File: config.mk
export PLATFORM = sky130hd
export DESIGN_NAME = sq_out_carry_resolve_flat
export DESIGN_NICKNAME = d
export VERILOG_FILES = /design/src/rtl/sq_out_carry_resolve_if.sv /design/src/rtl/sq_out_carry_resolve.sv /design/src/flat_wrapper.sv
export SDC_FILE = /design/constraint.sdc
export NUM_CORES = 1
export LEC_CHECK = 0
export ABC_AREA = 0
export BUFFER_PORTS_ARGS = -buffer_cell sky130_fd_sc_hd__clkbuf_2
export CAP_MARGIN = 20
export CORE_ASPECT_RATIO = 1.25
export CORE_MARGIN = 5
export CORE_UTILIZATION = 25
export DETAILED_ROUTE_END_ITERATION = 8
export MAX_ROUTING_LAYER = met4
export PLACE_DENSITY_LB_ADDON = 0.15
export SLEW_MARGIN = 20
export SYNTH_ARGS = -nofsm -noshare
export SYNTH_HDL_FRONTEND = slang
export SYNTH_SLANG_ARGS = --single-unit
File: constraint.sdc
create_clock -name clk -period 51.2 [get_ports clk]
set_clock_uncertainty 0.15 [all_clocks]
set_input_delay 5.12 -clock clk [delete_from_list [all_inputs] [get_ports clk]]
set_output_delay 5.12 -clock clk [all_outputs]
set_load 0.05 [all_outputs]
File: src/rtl/sq_out_carry_resolve_if.sv
// +----------------------------------------------------------------------------+
// | sq_out_carry_resolve_if                                                    |
// | Output word stream (valid/ready) of the redundant-to-binary carry resolver |
// | Revision: 1.0                                                              |
// +----------------------------------------------------------------------------+
`default_nettype none

interface sq_out_carry_resolve_if #(
  parameter int WORD_LEN = 50,
  parameter int IDX_W    = 5
);
  logic                out_valid;
  logic                out_ready;
  logic [WORD_LEN-1:0] out_word;
  logic [IDX_W-1:0]    out_idx;
  logic                out_last;
  logic                overflow;

  modport master (
    output out_valid,
    output out_word,
    output out_idx,
    output out_last,
    output overflow,
    input  out_ready
  );

  modport slave (
    input  out_valid,
    input  out_word,
    input  out_idx,
    input  out_last,
    input  overflow,
    output out_ready
  );
endinterface

`default_nettype wire

File: src/rtl/sq_out_carry_resolve.sv
// +----------------------------------------------------------------------------+
// | sq_out_carry_resolve                                                       |
// | Snapshots redundant squarer digits and streams carry-resolved words LSW 1st|
// | Revision: 1.0                                                              |
// +----------------------------------------------------------------------------+
`default_nettype none

module sq_out_carry_resolve #(
  parameter int NUM_ELEMENTS = 21,
  parameter int WORD_LEN     = 50,
  parameter int IDX_W        = 5
) (
  input  wire logic                clk,
  input  wire logic                rst_n,
  input  wire logic                start,
  input  wire logic [WORD_LEN:0]   sq_in [NUM_ELEMENTS],
  output logic                     busy,
  output logic                     done,
  sq_out_carry_resolve_if.master   out_if
);

  localparam logic [IDX_W-1:0] C_LAST_IDX = IDX_W'(NUM_ELEMENTS - 1);
  localparam int               C_SUM_W    = WORD_LEN + 2;

  typedef enum logic [0:0] {
    ST_IDLE = 1'b0,
    ST_EMIT = 1'b1
  } state_t;

  state_t              r_state;
  state_t              w_state_nxt;
  logic [WORD_LEN:0]   r_buf [NUM_ELEMENTS];
  logic [WORD_LEN-1:0] r_word;
  logic [IDX_W-1:0]    r_idx;
  logic [1:0]          r_carry;
  logic                r_last;
  logic                r_ovf;
  logic                r_done;

  logic                w_load;
  logic                w_first;
  logic                w_hs;
  logic [IDX_W-1:0]    w_next_idx;
  logic [WORD_LEN:0]   w_digit;
  logic [1:0]          w_cin;
  logic [C_SUM_W-1:0]  w_sum;
  logic                w_next_last;

  // Next-state and load control
  always_comb begin
    w_state_nxt = r_state;
    w_load      = 1'b0;
    w_first     = 1'b0;
    w_hs        = 1'b0;
    case (r_state)
      ST_IDLE: begin
        if (start) begin
          w_state_nxt = ST_EMIT;
          w_load      = 1'b1;
          w_first     = 1'b1;
        end
      end
      ST_EMIT: begin
        if (out_if.out_ready) begin
          w_hs = 1'b1;
          if (r_last) begin
            w_state_nxt = ST_IDLE;
          end else begin
            w_load = 1'b1;
          end
        end
      end
      default: w_state_nxt = ST_IDLE;
    endcase
  end

  // Index selection is clamped on the last word so the buffer mux never reads past the end.
  always_comb begin
    w_next_idx  = '0;
    w_digit     = sq_in[0];
    w_cin       = 2'd0;
    if (!w_first) begin
      w_next_idx = r_last ? '0 : (r_idx + IDX_W'(1));
      w_digit    = r_buf[w_next_idx];
      w_cin      = r_carry;
    end
    w_sum       = C_SUM_W'(w_digit) + C_SUM_W'(w_cin);
    w_next_last = (w_next_idx == C_LAST_IDX);
  end

  always_ff @(posedge clk or negedge rst_n) begin
    if (!rst_n) begin
      r_state <= ST_IDLE;
      r_word  <= '0;
      r_idx   <= '0;
      r_carry <= 2'd0;
      r_last  <= 1'b0;
      r_ovf   <= 1'b0;
      r_done  <= 1'b0;
    end else begin
      r_state <= w_state_nxt;
      r_done  <= w_hs && r_last;
      if (w_load) begin
        r_word  <= w_sum[WORD_LEN-1:0];
        r_carry <= w_sum[WORD_LEN+1:WORD_LEN];
        r_idx   <= w_next_idx;
        r_last  <= w_next_last;
        r_ovf   <= w_next_last && (w_sum[WORD_LEN+1:WORD_LEN] != 2'd0);
      end else if (w_hs && r_last) begin
        r_carry <= 2'd0;
        r_last  <= 1'b0;
        r_ovf   <= 1'b0;
      end
    end
  end

  // Snapshot buffer carries no reset; its contents only matter after a start.
  always_ff @(posedge clk) begin
    if (w_first) begin
      for (int i = 0; i < NUM_ELEMENTS; i++) begin
        r_buf[i] <= sq_in[i];
      end
    end
  end

  assign busy             = (r_state == ST_EMIT);
  assign done             = r_done;
  assign out_if.out_valid = (r_state == ST_EMIT);
  assign out_if.out_word  = r_word;
  assign out_if.out_idx   = r_idx;
  assign out_if.out_last  = r_last;
  assign out_if.overflow  = r_ovf;

endmodule

`default_nettype wire

File: src/flat_wrapper.sv
// flat-port wrapper written by rule: the top's interface ports become plain ports
module sq_out_carry_resolve_flat 
#(
  parameter int NUM_ELEMENTS = 21,
  parameter int WORD_LEN     = 50,
  parameter int IDX_W        = 5
)
  (clk, rst_n, start, sq_in, busy, done, out_if_out_valid, out_if_out_word, out_if_out_idx, out_if_out_last, out_if_overflow, out_if_out_ready);
  sq_out_carry_resolve_if #(.WORD_LEN(WORD_LEN), .IDX_W(IDX_W)) out_if_i ();
  input  wire logic clk;
  input  wire logic rst_n;
  input  wire logic start;
  input  wire logic [WORD_LEN:0] sq_in[NUM_ELEMENTS];
  output logic busy;
  output logic done;
  output wire logic [$bits(out_if_i.out_valid)-1:0] out_if_out_valid;
  output wire logic [$bits(out_if_i.out_word)-1:0] out_if_out_word;
  output wire logic [$bits(out_if_i.out_idx)-1:0] out_if_out_idx;
  output wire logic [$bits(out_if_i.out_last)-1:0] out_if_out_last;
  output wire logic [$bits(out_if_i.overflow)-1:0] out_if_overflow;
  input wire logic [$bits(out_if_i.out_ready)-1:0] out_if_out_ready;
  assign out_if_out_valid = out_if_i.out_valid;
  assign out_if_out_word = out_if_i.out_word;
  assign out_if_out_idx = out_if_i.out_idx;
  assign out_if_out_last = out_if_i.out_last;
  assign out_if_overflow = out_if_i.overflow;
  assign out_if_i.out_ready = out_if_out_ready;
  sq_out_carry_resolve #(.NUM_ELEMENTS(NUM_ELEMENTS), .WORD_LEN(WORD_LEN), .IDX_W(IDX_W)) u_core (.clk(clk), .rst_n(rst_n), .start(start), .sq_in(sq_in), .busy(busy), .done(done), .out_if(out_if_i));
endmodule
==> impl_metrics.toml <==
[timing]
setup_violations = 0
fin_tns_setup_ns = 0
tightest_slew_ns = 1.16
report.final.slew_viol_count = 0
rsz0062_at_grt = "no"
period_minus_slack_ns = 10.44
period_share = 0.204
fmax_mhz = 95.8
slew_headroom = 0.230
finalHoldViolCount = 0

[placement]
port_buffers = 1134
place.gp.congestion = 0.823
place_hpwl_mm = 183

[yosys]
yosys_warnings = 0
synthArstFlopShare = 0.0539
synth-main-ff-cell = "edfxtp_1"
syn-cell-area_sq_mm = 0.0470
ys_top_cells_by_area = "edfxtp_1 68%, mux4_2 3.3%, dfrtp_1 3.2%"
synth_cell_type_count = 90
synth_top_cell_by_area = "edfxtp_1"
syn_inst = 2946
synth_edf_count = 1071
synth_seq_area_share = 0.717
syn_avg_cell_area_sq_um = 15.9
synth.top_cell.area_share = 0.685
ys_ff_latch = 1132
synth_nets = 4025

[floorplanning]
start_util = 0.251
dieArea_sq_mm = 0.197
design.core.area_sq_mm = 0.188
rows = 178
ios = 1135
die_y_um = 495
die_w_um = 398

[global_routing]
antenna_found_initial = 123
grt_pass1_vias = 34000
grt_first_pass_wirelength_mm = 313
grt_usage = 0.245
grt_max_degree = 182
overflow = 0

[cts]
cts_tree = "built"
htreeDepth = 4
clk_pin_slew_ns = 0.06
cts.path.max_buffers = 3
cts_buffers = 133
postCtsSetupBuffers = 0
hold_buffers = 0
cts_sinks = 1132
cts_resized = 0
clock_latency_ns = 0.80
cts-root-buf = "clkbuf_16"

[drt]
drtIter0Drc = 2484
firstDrtPassIters = 5
vias_per_cell = 4.85
antenna_left = 0
drt-wirelength-per-cell_um = 35.7
drc = 0
drt-total-wl_mm = 242
via_count = 32900

[power]
ir_drop_v = 0.0000548
power_density_mw_per_mm2 = 67.4
leakage_nw = 21.6

[critical_path]
critPathLaunch = "start"
timing_worst_setup_path_type = "input port to register"
cpMaxStageDelayCell = "buf_4"
end_kind = "register"
critPathMaxStageDelay_ns = 0.83
worstPathRequired_ns = 51.75
crit_family = "simple AND/OR/NAND/NOR gates"
worstPathMaxFanout = 92
path_cells = "clkbuf_2, nand2b_4, inv_8, buf_4, buf_4, a22oi_1, nand3_1, nand3_1, or4_1, or4b_4, or4_1, or3_1, a31oi_1"
startpoint_type = "input port"
rr_startpoint = "u_core.out_if.out_idx[2]"
crit_buf_inv = 4
arrival_ns = 10.99

[status]
status = "finished clean"

[layout]
final_cell_mix = "1133 x clkbuf_2, 1071 x edfxtp_1, 227 x nand2_1"
fin_util = 0.318
final_common_cell = "clkbuf_2"
syn_to_final_growth_pct = 27.0
layout-drive-gt1-share = 0.378
nNetsFinal = 5152

[flow_run]
drv_cap = 0

[hold_path]
worstHoldPathType = "register to register"
min-delay-start = "u_core.out_if.out_word[0]"
[through the flow]
stage | total power [mW] | std cells | hold WS, ns | setup slack [ns] | instance area [sq um]
4_1_cts | 4.12 | 6696 | 0.339 | 40.65 | 59500
5_1_grt | 4.21 | 6762 | 0.354 | 40.45 | 59600
6_report | 4.02 | 6778 | 0.332 | 40.76 | 59700
3_5_place_dp | 3.16 | 6458 | 0.319 | 39.79 | 55200
2_1_floorplan | 2.28 | 2946 | 0.289 | 10.15 | 47000
3_3_place_gp | 3.16 | 6457 | 0.312 | 39.86 | 55200
[cell usage after synthesis, drive strengths merged, types with 31 or more instances]
| master | number |
|---|---|
| dfrtp | 61 |
| mux2 | 44 |
| nand2 | 232 |
| o221ai | 59 |
| mux4 | 69 |
| a31oi | 31 |
| a21oi | 84 |
| edfxtp | 1071 |
| nand3 | 68 |
| a221oi | 32 |
| nor3 | 44 |
| o22ai | 80 |
| o21ai | 86 |
| buf | 152 |
| o211ai | 39 |
| clkbuf | 68 |
| nor2 | 94 |
| mux2i | 139 |
[sequential cells by signal (all words and copies together) (netlist names)]
name	count
u_core.busy	1
u_core.done	1
u_core.out_if.out_idx	5
u_core.out_if.out_last	1
u_core.out_if.out_word	50
u_core.out_if.overflow	1
u_core.r_buf	1071
u_core.r_carry	2
[cells by family (layout without fill, tap and decap cells)]
logic type,after synthesis,count (layout),share of synthesized area
muxes,252,252,0.0732
AOI/OAI and AO/OA,667,667,0.104
and+or+nand+nor,621,621,0.0650
adders and majority gates,4,4,0.00123
other,0,82,0
buffers and inverters,238,1468,0.0332
xor gates and xnor gates,32,32,0.00653
DFF,1132,1132,0.717
[cell type report]
| type | count | area (sq um) |
|---|---|---|
| multi-input cells | 1576 | 11900 |
| inverters | 18 | 86.3 |
| fillers | 18900 | 128000 |
| clock inverters | 68 | 672 |
| flip-flops and latches | 1132 | 33700 |
| diodes | 82 | 205 |
| clock buffers | 170 | 3560 |
| repair buffers | 1212 | 6350 |
| well taps | 2520 | 3150 |
[worst register-to-register path, cell delays in order (launching register included)]
cell and delay, ns:
dfrtp_4 0.69, buf_4 0.52, xor2_4 0.15, nand2_4 0.17
buf_4 0.51, buf_4 0.61, buf_4 0.52, o221ai_1 0.21
a32oi_1 0.77, o21ai_1 0.30, nor4_1 0.71, nand3_1 0.63
or2_1 0.47, or4_1 0.48, o211a_1 0.12
[metal layers]
layer	up-vias	routed length (um)	track usage
li1	14300	-	-
met1	16800	92900	0.278
met2	1470	121000	0.421
met3	319	21000	0.0796
met4	0	6730	0.0586
met5	-	0	-
[worst paths after layout]
| check | endpoint | slack [ns] | cells after the start |
|---|---|---|---|
| hold reg to reg | u_core.out_if.out_word[0] | 0.33 | 2 |
| hold / removal | u_core.out_if.out_word[0] | 0.33 | 2 |
| min in group asynchronous | u_core.out_if.out_word[9] | 4.34 | 1 |
| setup / recovery | u_core.out_if.out_word[34] | 40.76 | 13 |
| setup reg to reg | u_core.out_if.out_word[44] | 44.07 | 14 |
| max in group asynchronous | u_core.out_if.out_idx[0] | 45.78 | 1 |
[report_power, final]
part / leakage (nW) / internal (mW) / total, mW / switching [mW]
registers: 10.4 / 1.08 / 1.12 / 0.0425
logic: 9.16 / 0.552 / 1.96 / 1.40
clock network: 2.06 / 0.532 / 0.944 / 0.412
No activity file was read; power rests on OpenSTA's default activity.
